**config.mk**
```make
export PLATFORM = sky130hd
export DESIGN_NAME = i2c_reg_sequencer
export DESIGN_NICKNAME = d
export VERILOG_FILES = /design/src/rtl/i2c_reg_sequencer_pkg.sv /design/src/rtl/i2c_seq_step_rom.sv /design/src/rtl/i2c_reg_sequencer.sv
export SDC_FILE = /design/constraint.sdc
export NUM_CORES = 1
export LEC_CHECK = 0
export ABC_AREA = 1
export BUFFER_PORTS_ARGS = -buffer_cell sky130_fd_sc_hd__buf_2
export CAP_MARGIN = 40
export CORE_MARGIN = 1.5
export CORE_UTILIZATION = 60
export CTS_CLUSTER_DIAMETER = 100
export DETAILED_ROUTE_END_ITERATION = 8
export PLACE_DENSITY = 0.83
export SYNTH_ARGS = -nofsm -noshare
export SYNTH_HDL_FRONTEND = slang
export SYNTH_HIERARCHICAL = 1
export SYNTH_SLANG_ARGS = --single-unit
```
**constraint.sdc**
```tcl
create_clock -name clk_i -period 3.8 [get_ports clk_i]
set_input_delay 0.38 -clock clk_i [delete_from_list [all_inputs] [get_ports clk_i]]
set_output_delay 0.38 -clock clk_i [all_outputs]
set_load 0.005 [all_outputs]
```
**src/rtl/i2c_reg_sequencer_pkg.sv**
```systemverilog
// i2c_reg_sequencer_pkg
//   Shared constants for the I2C register sequencer: i2c_master command bits
//   (C_*), status bit positions (SB_*), sequencer state encodings (SEQ_*) and
//   step-count constants for the write and read command sequences.
//   No ports (package).
package i2c_reg_sequencer_pkg;

    // i2c_master command word: one-hot-ish bits that may be OR-ed together.
    localparam int C_SZ = 6;
    localparam logic [C_SZ-1:0] C_STRT = 6'b000001;
    localparam logic [C_SZ-1:0] C_STOP = 6'b000010;
    localparam logic [C_SZ-1:0] C_WRTE = 6'b000100;
    localparam logic [C_SZ-1:0] C_READ = 6'b001000;
    localparam logic [C_SZ-1:0] C_NACK = 6'b010000;
    localparam logic [C_SZ-1:0] C_CLRS = 6'b100000;

    // i2c_master status word: only BSY and ERR exist on this interface.
    localparam int S_SZ   = 2;
    localparam int SB_ERR = 0;
    localparam int SB_BSY = 1;

    // Step indices within one register transaction.
    localparam logic [2:0] WR_LAST_STEP = 3'd2;
    localparam logic [2:0] RD_READ_STEP = 3'd3;
    localparam logic [2:0] RD_LAST_STEP = 3'd4;

    typedef enum logic [2:0] {
        SEQ_IDLE      = 3'd0,
        SEQ_ISSUE     = 3'd1,
        SEQ_WAIT_RISE = 3'd2,
        SEQ_WAIT_FALL = 3'd3,
        SEQ_CLR       = 3'd4,
        SEQ_DONE      = 3'd5
    } seq_state_e;

endpackage

```
**src/rtl/i2c_seq_step_rom.sv**
```systemverilog
// i2c_seq_step_rom
//   Combinational table giving the i2c_master command and data byte for each
//   step of a single-byte register write or read, plus a flag marking the
//   final step of the transaction.
//   Ports: rd_i (1=read), step_i (step index), dev_i (7-bit address),
//          reg_i (register index), wdat_i (write data)
//          -> cmd_o (master command), dat_o (master data), last_o (final step)
module i2c_seq_step_rom
    import i2c_reg_sequencer_pkg::*;
(
    input  logic            rd_i,
    input  logic [2:0]      step_i,
    input  logic [6:0]      dev_i,
    input  logic [7:0]      reg_i,
    input  logic [7:0]      wdat_i,
    output logic [C_SZ-1:0] cmd_o,
    output logic [7:0]      dat_o,
    output logic            last_o
);

    // Step decode; indices past the last step fall back to a harmless STOP.
    always_comb begin
        cmd_o  = C_STOP;
        dat_o  = 8'h00;
        last_o = 1'b1;
        case (step_i)
            3'd0: begin
                cmd_o  = C_STRT | C_WRTE;
                dat_o  = {dev_i, 1'b0};
                last_o = 1'b0;
            end
            3'd1: begin
                cmd_o  = C_WRTE;
                dat_o  = reg_i;
                last_o = 1'b0;
            end
            3'd2: begin
                if (rd_i) begin
                    // Repeated start with the read bit set.
                    cmd_o  = C_STRT | C_WRTE;
                    dat_o  = {dev_i, 1'b1};
                    last_o = 1'b0;
                end else begin
                    cmd_o  = C_WRTE | C_STOP;
                    dat_o  = wdat_i;
                    last_o = 1'b1;
                end
            end
            3'd3: begin
                cmd_o  = C_READ | C_NACK;
                dat_o  = 8'h00;
                last_o = 1'b0;
            end
            3'd4: begin
                cmd_o  = C_STOP;
                dat_o  = 8'h00;
                last_o = 1'b1;
            end
            default: begin
                cmd_o  = C_STOP;
                dat_o  = 8'h00;
                last_o = 1'b1;
            end
        endcase
    end

endmodule

```
**src/rtl/i2c_reg_sequencer.sv**
```systemverilog
// i2c_reg_sequencer
//   Runs complete single-byte I2C register writes/reads by sequencing the
//   cmd/dat/ws interface of i2c_master. On a master error or timeout it
//   issues C_CLRS followed by a recovery C_STOP and reports rsp_err_o.
//   Ports: clk_i, rst_ni (async active-low)
//          req_valid_i/req_ready_o, req_rd_i, req_dev_i, req_reg_i, req_wdat_i
//          rsp_valid_o (1-cycle pulse), rsp_err_o, rsp_rdat_o
//          mst_cmd_o, mst_dat_o, mst_ws_o (strobe) to i2c_master
//          mst_stat_i (BSY/ERR), mst_rdat_i from i2c_master
module i2c_reg_sequencer
    import i2c_reg_sequencer_pkg::*;
#(
    parameter int RISE_TMO = 16,
    parameter int BUSY_TMO = 65535
) (
    input  logic            clk_i,
    input  logic            rst_ni,
    input  logic            req_valid_i,
    output logic            req_ready_o,
    input  logic            req_rd_i,
    input  logic [6:0]      req_dev_i,
    input  logic [7:0]      req_reg_i,
    input  logic [7:0]      req_wdat_i,
    output logic            rsp_valid_o,
    output logic            rsp_err_o,
    output logic [7:0]      rsp_rdat_o,
    output logic [C_SZ-1:0] mst_cmd_o,
    output logic [7:0]      mst_dat_o,
    output logic            mst_ws_o,
    input  logic [S_SZ-1:0] mst_stat_i,
    input  logic [7:0]      mst_rdat_i
);

    localparam int TMO_MAX = (RISE_TMO > BUSY_TMO) ? RISE_TMO : BUSY_TMO;
    localparam int CW      = $clog2(TMO_MAX + 1);

    seq_state_e      state_q;
    logic            req_ready_q, rsp_valid_q, rsp_err_q, mst_ws_q;
    logic [7:0]      rsp_rdat_q, mst_dat_q;
    logic [C_SZ-1:0] mst_cmd_q;
    logic            rd_q, last_q, err_q, rec_q;
    logic [6:0]      dev_q;
    logic [7:0]      reg_q, wdat_q;
    logic [2:0]      step_q, step_d;
    logic [CW-1:0]   cnt_q;

    logic            sel_rd_s;
    logic [6:0]      sel_dev_s;
    logic [7:0]      sel_reg_s, sel_wdat_s;
    logic [C_SZ-1:0] rom_cmd_s;
    logic [7:0]      rom_dat_s;
    logic            rom_last_s;
    logic            bsy_s, err_s, fault_s;

    assign bsy_s = mst_stat_i[SB_BSY];
    assign err_s = mst_stat_i[SB_ERR];

    // ROM is fed with the live request in IDLE so the first strobe can leave
    // on the accept edge; afterwards it looks one step ahead of step_q.
    always_comb begin
        if (state_q == SEQ_IDLE) begin
            sel_rd_s   = req_rd_i;
            sel_dev_s  = req_dev_i;
            sel_reg_s  = req_reg_i;
            sel_wdat_s = req_wdat_i;
            step_d     = 3'd0;
        end else begin
            sel_rd_s   = rd_q;
            sel_dev_s  = dev_q;
            sel_reg_s  = reg_q;
            sel_wdat_s = wdat_q;
            step_d     = step_q + 3'd1;
        end
    end

    i2c_seq_step_rom u_rom (
        .rd_i   (sel_rd_s),
        .step_i (step_d),
        .dev_i  (sel_dev_s),
        .reg_i  (sel_reg_s),
        .wdat_i (sel_wdat_s),
        .cmd_o  (rom_cmd_s),
        .dat_o  (rom_dat_s),
        .last_o (rom_last_s)
    );

    // Error/timeout detection while waiting on the master; ERR always wins.
    always_comb begin
        fault_s = 1'b0;
        case (state_q)
            SEQ_WAIT_RISE: fault_s = err_s || (!bsy_s && (cnt_q >= CW'(RISE_TMO - 1)));
            SEQ_WAIT_FALL: fault_s = err_s || (bsy_s && (cnt_q >= CW'(BUSY_TMO - 1)));
            default:       fault_s = 1'b0;
        endcase
    end

    // Sequencer FSM with all outputs registered.
    always_ff @(posedge clk_i or negedge rst_ni) begin
        if (!rst_ni) begin
            state_q     <= SEQ_IDLE;
            req_ready_q <= 1'b0;
            rsp_valid_q <= 1'b0;
            rsp_err_q   <= 1'b0;
            rsp_rdat_q  <= 8'h00;
            mst_cmd_q   <= '0;
            mst_dat_q   <= 8'h00;
            mst_ws_q    <= 1'b0;
            rd_q        <= 1'b0;
            dev_q       <= 7'h00;
            reg_q       <= 8'h00;
            wdat_q      <= 8'h00;
            step_q      <= 3'd0;
            last_q      <= 1'b0;
            err_q       <= 1'b0;
            rec_q       <= 1'b0;
            cnt_q       <= '0;
        end else begin
            mst_ws_q    <= 1'b0;
            rsp_valid_q <= 1'b0;
            rsp_err_q   <= 1'b0;
            if (fault_s) begin
                if (rec_q) begin
                    // A failing recovery STOP ends the transaction, no retry.
                    rsp_valid_q <= 1'b1;
                    rsp_err_q   <= 1'b1;
                    state_q     <= SEQ_DONE;
                end else begin
                    mst_cmd_q <= C_CLRS;
                    mst_dat_q <= 8'h00;
                    mst_ws_q  <= 1'b1;
                    err_q     <= 1'b1;
                    rec_q     <= 1'b1;
                    state_q   <= SEQ_CLR;
                end
            end else begin
                case (state_q)
                    SEQ_IDLE: begin
                        if (req_valid_i && req_ready_q) begin
                            req_ready_q <= 1'b0;
                            rd_q        <= req_rd_i;
                            dev_q       <= req_dev_i;
                            reg_q       <= req_reg_i;
                            wdat_q      <= req_wdat_i;
                            step_q      <= step_d;
                            last_q      <= rom_last_s;
                            err_q       <= 1'b0;
                            rec_q       <= 1'b0;
                            mst_cmd_q   <= rom_cmd_s;
                            mst_dat_q   <= rom_dat_s;
                            mst_ws_q    <= 1'b1;
                            state_q     <= SEQ_ISSUE;
                        end else begin
                            req_ready_q <= 1'b1;
                        end
                    end
                    SEQ_ISSUE: begin
                        cnt_q   <= '0;
                        state_q <= SEQ_WAIT_RISE;
                    end
                    SEQ_WAIT_RISE: begin
                        if (bsy_s) begin
                            // Restart so the busy limit counts BSY-high cycles only.
                            cnt_q   <= '0;
                            state_q <= SEQ_WAIT_FALL;
                        end else if (cnt_q != '1) begin
                            cnt_q <= cnt_q + CW'(1);
                        end else begin
                            cnt_q <= cnt_q;
                        end
                    end
                    SEQ_WAIT_FALL: begin
                        if (!bsy_s) begin
                            if (rd_q && !rec_q && (step_q == RD_READ_STEP)) begin
                                rsp_rdat_q <= mst_rdat_i;
                            end else begin
                                rsp_rdat_q <= rsp_rdat_q;
                            end
                            if (rec_q || last_q) begin
                                rsp_valid_q <= 1'b1;
                                rsp_err_q   <= err_q;
                                state_q     <= SEQ_DONE;
                            end else begin
                                step_q    <= step_d;
                                last_q    <= rom_last_s;
                                mst_cmd_q <= rom_cmd_s;
                                mst_dat_q <= rom_dat_s;
                                mst_ws_q  <= 1'b1;
                                state_q   <= SEQ_ISSUE;
                            end
                        end else if (cnt_q != '1) begin
                            cnt_q <= cnt_q + CW'(1);
                        end else begin
                            cnt_q <= cnt_q;
                        end
                    end
                    SEQ_CLR: begin
                        // CLRS needs no wait; the recovery STOP follows at once.
                        mst_cmd_q <= C_STOP;
                        mst_dat_q <= 8'h00;
                        mst_ws_q  <= 1'b1;
                        state_q   <= SEQ_ISSUE;
                    end
                    SEQ_DONE: begin
                        req_ready_q <= 1'b1;
                        state_q     <= SEQ_IDLE;
                    end
                    default: begin
                        state_q <= SEQ_IDLE;
                    end
                endcase
            end
        end
    end

    assign req_ready_o = req_ready_q;
    assign rsp_valid_o = rsp_valid_q;
    assign rsp_err_o   = rsp_err_q;
    assign rsp_rdat_o  = rsp_rdat_q;
    assign mst_cmd_o   = mst_cmd_q;
    assign mst_dat_o   = mst_dat_q;
    assign mst_ws_o    = mst_ws_q;

endmodule

```
**Word-level counts from Yosys, hierarchy flattened**

Cells that the tools add are included.

- Word-level logic and storage cells: 135
- Output and inout port bits: 26
- Register bits after elaboration: 75
- Input port bits: 37

- Order comparisons: 2
- Equality and inequality tests: 19
- Add/subtract/negate cells: 2
- Mux-type cells: 65
- Reduce and logical (&&, ||, !) cells: 28
- Bitwise operators: 2

Operator list:

| operator | number |
|---|---|
| $mux 8 | 8 |
| $mux 16 | 3 |
| $pmux 16 s3 | 1 |
| $pmux 8 s3 | 2 |
| $mux 6 | 5 |
| $mux 3 | 9 |
| $mux 1 | 26 |
| $pmux 6 s4 | 1 |
| $pmux 6 s3 | 1 |
| $add 16x1->16 const B | 1 |
| $ge 16x16->1 const B | 1 |
| $ge 16x4->1 const B | 1 |
| $ne 16x16->1 const B | 1 |
| $eq 3x2->1 const B | 5 |
| $pmux 3 s5 | 1 |
| $reduce_and 3->1 | 4 |
| $reduce_and 5->1 | 2 |
| $ne 3x3->1 const B | 3 |
| $ne 2x2->1 const B | 4 |
| $pmux 1 s2 | 4 |
| $reduce_bool 2->1 | 4 |
| $mux 7 | 1 |
| $eq 3x1->1 const B | 2 |
| $eq 3x3->1 const B | 2 |
| 16 further kinds | 26 |

**Depth between registers and ports, before layout**

- Depth after elaboration: 8
- Depth in mapped cells: 15
- Depth with buffers taken out: 14

**Cells and area by module**

Netlist, hierarchy kept.

Modules (own cells, without submodules):

| module | cells an instance | seq. area each (sq um) | instances | area an instance (sq um) |
|---|---|---|---|---|
| i2c_reg_sequencer | 563 | 1,876.8 | 1 | 4,101.4 |
| i2c_seq_step_rom | 69 | 0.0 | 1 | 329.1 |

**Worst setup path before layout**

Ideal clock, no wire load.

- Path kind: flip-flop to flip-flop
- From: register state_q[1]
- To: register mst_dat_q[2] (netlist: mst_dat_o[2])
- Data required time: 3,734 ps
- Arrival: 1,883 ps
- Library setup time: 66 ps
- Setup slack: 1,851 ps
- Clock period less this slack: 1,949 ps
- Cell stages (with the launch flop): 14
- Path buffers: 2
- Cells stage by stage: dfrtp_1 > nor2_1 > inv_1 > nor2_2 > inv_2 > clkbuf_1 > o21ai_0 > buf_2 > nand2_1 > nand2_1 > nand2_1 > nand3_1 > nand4_1 > nand2_1

- Word-level cells in the longest chain between the ends: 8
- Elaborated cells on any way between the ends: 26
- Classes of those cells: eq/ne: 9; mux: 13; reduce/logical: 4

Ends and longest elaborated chain:

| item | line | RTL |
|---|---|---|
| start: declaration | i2c_reg_sequencer.sv:37 | `seq_state_e state_q;` |
| start signal: assignment | i2c_reg_sequencer.sv:100 | `state_q <= SEQ_IDLE;` |
| start signal: assignment | i2c_reg_sequencer.sv:126 | `state_q <= SEQ_DONE;` |
| start signal: assignment | i2c_reg_sequencer.sv:133 | `state_q <= SEQ_CLR;` |
| $logic_not 3->1 * | i2c_reg_sequencer.sv:61 | `if (state_q == SEQ_IDLE) begin` |
| $mux 1 * | i2c_reg_sequencer.sv:61 |  |
| named net sel_rd_s | i2c_reg_sequencer.sv:47 | `logic sel_rd_s;` |
| $mux 8 * | i2c_seq_step_rom.sv:38 | `if (rd_i) begin` |
| $pmux 8 s3 * | i2c_seq_step_rom.sv:26 | `case (step_i)` |
| named net rom_dat_s[2] | i2c_reg_sequencer.sv:51 | `logic [7:0] rom_dat_s;` |
| $mux 8 | i2c_reg_sequencer.sv:178 | `if (rec_q \|\| last_q) begin` |
| $mux 8 | i2c_reg_sequencer.sv:172 | `if (!bsy_s) begin` |
| $pmux 8 s3 * | i2c_reg_sequencer.sv:136 | `case (state_q)` |
| $mux 8 * | i2c_reg_sequencer.sv:121 | `if (fault_s) begin` |
| end signal: assignment | i2c_reg_sequencer.sv:149 | `mst_dat_q <= rom_dat_s;` |
| end signal: assignment | i2c_reg_sequencer.sv:186 | `mst_dat_q <= rom_dat_s;` |
| end: declaration | i2c_reg_sequencer.sv:39 | `logic [7:0] rsp_rdat_q, mst_dat_q;` |

The timed path passes the listed nets; every way through them passes the cells marked *. The select of a mux whose other input is x is not followed.
A chain may end at the register's enable or synchronous reset.

**Worst setup path after layout**

- From: register state_q[0]
- To: register mst_dat_q[2] (netlist: mst_dat_o[2])

Same word-level chain as after synthesis.

==> impl_metrics.tcl <==
set metrics [dict create \
    maxSlewHeadroom_pct 42.08 \
    cts_tree "yes" \
    timing.hold.ws_ns -0.001958 \
    design.core.area_mm2 0.007214 \
    outcome "finished, violations left" \
    p_leak_nw 2.764 \
    cts_sinks 75 \
    setup-tns-final_ns 0 \
    multiInputGateArea_mm2 0.002228 \
    critPathMaxFanout 51 \
    fmax_ghz 0.4012 \
    grt_antenna_before_repair 0 \
    synth_area_mm2 0.004430 \
    pin_count 63 \
    cp-end-kind "register" \
    seqCellArea_mm2 0.001877 \
    post_synth.cell_area_avg_um2 7.010 \
    ys_seq_area_share_pct 42.36 \
    synth_edf_count 0 \
    cts.clk_slew.worst_paths_ns 0.08 \
    finalHoldViolCount 4 \
    wirelength_um 10210 \
    cts_buffers 9 \
    die-area_mm2 0.007909 \
    drc_errors 0 \
    hold_class "input port to asynchronous set/reset pin" \
    die_x_um 88.93 \
    finalCriticalPeriod_ns 2.493 \
    worstMarginPinSlew_ns 0.8622 \
    rows 31 \
    grt_overflow 0 \
    io_buffer_count 62 \
    finalSetupViolCount 0 \
    htreeDepth 3 \
    ant_nets 0 \
    fillers 646 \
    hold_buffers 0 \
    drt_iter0_drc 345 \
    async_flop_share_pct 100.0 \
    routed_via_density 5.397 \
    dr_total_vias 4242 \
    nNetsFinal 723 \
    slowest_delay_ns 0.51 \
    synth.distinct_cells 35 \
    critPathKind "register to register" \
    p_per_area_mw_per_mm2 677.0 \
    ctsResizeCount 0 \
    die_h_um 88.93 \
    grt_pass1_vias 3713 \
    slowest_stage "inv_2" \
    fin_crit_sh_pct 65.60 \
    rsz0062_at_grt "false" \
    grt_pass1_wl_um 16700 \
    yosysWarnings 6 \
    peakVddDrop_v 0.0003395 \
    drive_gt1_share_pct 15.14 \
    grt_max_degree 52 \
    synthCells 632 \
    maxCapViolations 0 \
    root_buffer "clkbuf_8" \
    clockBufferDepth 2 \
    critPathArrivalTime_ns 2.73 \
    cp.required_ns 4.04 \
    drv_slew 0 \
    crit_chain "nor2_1 -> inv_1 -> nor2_2 -> inv_2 -> nand2_1 -> o21ai_0 -> buf_4 -> inv_1 -> nand2_1 -> nand2_1 -> nand2_1 -> nand3_1 -> nand4_1 -> nand2_1" \
    syn2layout_area_growth_pct 11.89 \
    synthFlopType "dfrtp_1" \
    diodes 0 \
    start_util_pct 61.41 \
    worst_path_most_repeated_cell "nand2_1" \
    post_cts_buffers 0 \
    first_pass_iters 5 \
    wire_per_inst_um 12.99 \
    fin_skew_ns 0.01071 \
    syn-num-nets 673 \
    clock_latency_ns 0.35 \
    worstSetupStartpointType "register" \
    gp_congestion 0.8930 \
    hpwl_um 7457 \
    power_mw 3.356 \
    grtUsageTotal_pct 27.37 \
    ys_seq_elements 75 \
    failed_checks "hold timing" \
]
stage by stage:
stage,util (%),cell area (um2),hold slack (ns),setup WS (ns),cells
finish,68.71,4957,-0.001958,1.307,786
global route,68.71,4957,0.02670,1.018,786
CTS,68.71,4957,0.008444,1.339,786
detailed placement,66.09,4768,0.3979,1.349,770
global placement,66.09,4768,0.3954,1.469,770
floorplan,-,4431,0.08441,1.851,632
path summary, 6_finish.rpt:
kind                                      startpoint                   endpoint  slack [ns]  cells past startpoint
max                           state_q[0]$_DFFE_PN0P_   mst_dat_o[2]$_DFFE_PN0P_        1.31                     14
min                                           rst_ni  rsp_rdat_o[3]$_DFFE_PN0P_      -0.002                      1
max reg2reg                   state_q[0]$_DFFE_PN0P_   mst_dat_o[2]$_DFFE_PN0P_        1.31                     14
min reg2reg                rsp_rdat_o[7]$_DFFE_PN0P_  rsp_rdat_o[7]$_DFFE_PN0P_        0.47                      2
max in group asynchronous                     rst_ni           rd_q$_DFFE_PN0P_        2.76                      2
min in group clk_i                     mst_rdat_i[2]  rsp_rdat_o[2]$_DFFE_PN0P_        0.26                      3
power by group:
group	leakage, nW	switching [mW]	internal, mW	total (mW)
Combinational	1.68	1.09	0.499	1.59
Sequential	0.988	0.150	1.03	1.18
Clock	0.0932	0.306	0.278	0.584
per-layer routing:
| layer | routed length [um] | track usage [%] | up-vias |
|---|---|---|---|
| li1 | - | - | 2124 |
| met1 | 4660 | 36.83 | 1970 |
| met5 | 0 | 0 | - |
| met4 | 219 | 9.790 | 0 |
| met3 | 520 | 5.355 | 20 |
| met2 | 4814 | 44.42 | 128 |
placed cells by master, fill, tap and decap left out:
| cell | instances |
|---|---|
| nor2_2 | 4 |
| o21ai_1 | 2 |
| conb_1 | 1 |
| clkinvlp_4 | 1 |
| a21oi_1 | 3 |
| nor3_1 | 4 |
| or2_2 | 1 |
| a22oi_1 | 1 |
| inv_2 | 5 |
| o21bai_1 | 3 |
| nand3_1 | 71 |
| clkbuf_1 | 1 |
| ha_1 | 4 |
| o2111a_1 | 2 |
| dfrtp_1 | 75 |
| nor2_4 | 1 |
| clkinv_4 | 2 |
| nor2_8 | 1 |
| nand4_1 | 14 |
| o311ai_0 | 1 |
| buf_2 | 62 |
| o211ai_1 | 1 |
| inv_6 | 1 |
| nand2_1 | 245 |
| nor2_1 | 40 |
| xnor2_1 | 3 |
| nor3b_1 | 1 |
| or2_1 | 1 |
| buf_4 | 5 |
| inv_1 | 46 |
| clkbuf_8 | 11 |
| o21a_1 | 1 |
| o21ai_0 | 53 |
| nand3_2 | 1 |
| nand2_4 | 3 |
| xor2_1 | 9 |
| o2111ai_1 | 1 |
| nor3_2 | 1 |
| nand2_2 | 5 |
Yosys cell counts, types with 2 or more instances:
cell      number  area [um2]
ha_1           4       50.05
nand2_4        3       33.78
xnor2_1        3       26.28
clkbuf_1      13       48.80
nand2_2        5       31.28
nand4_1       14       87.58
nor2_1        40       150.1
buf_4          4       30.03
buf_2         11       55.05
nand2_1      245       919.6
nand3_1       71       355.3
inv_2          5       18.77
dfrtp_1       75        1877
a21oi_1        3       15.01
nor2_2         4       25.02
inv_1         46       172.7
o21ai_1        2       10.01
o21ai_0       53       265.3
o2111a_1       2       22.52
o21bai_1       3       22.52
xor2_1         9       78.83
nor3_1         4       20.02
cells by family after synthesis:
logic type	after synthesis	share of synthesized area [%]
buffers and inverters	79	7.343
adders and majority gates	4	1.130
other	1	0.08464
and+or+nand+nor	393	38.24
AOI/OAI and AO/OA	68	8.472
DFF	75	42.36
xor gates and xnor gates	12	2.372
layout make-up:
| type | instances | share of cell area (%) |
|---|---|---|
| clock buffer | 12 | 3.130 |
| clock inverter | 4 | 0.6815 |
| inverter | 51 | 3.862 |
| multi-input combinational | 478 | 44.95 |
| sequential | 75 | 37.86 |
| tap | 99 | 2.499 |
| timing repair buffer | 67 | 7.017 |
state kept, by name (all words and copies together) (netlist names), 3 cells and up:
| name | count |
|---|---|
| cnt_q | 16 |
| rsp_rdat_o | 8 |
| dev_q | 7 |
| mst_dat_o | 8 |
| mst_cmd_o | 6 |
| wdat_q | 8 |
| state_q | 3 |
| reg_q | 8 |
| step_q | 3 |
critical path: cells and delay by family, from the launching register on:
family                 cells  cell delay, ns
AOI/OAI and AO/OA          1            0.13
buffers and inverters      4            0.99
DFF                        1            0.47
and+or+nand+nor            9            0.79
(Power assumes the default switching activity.)
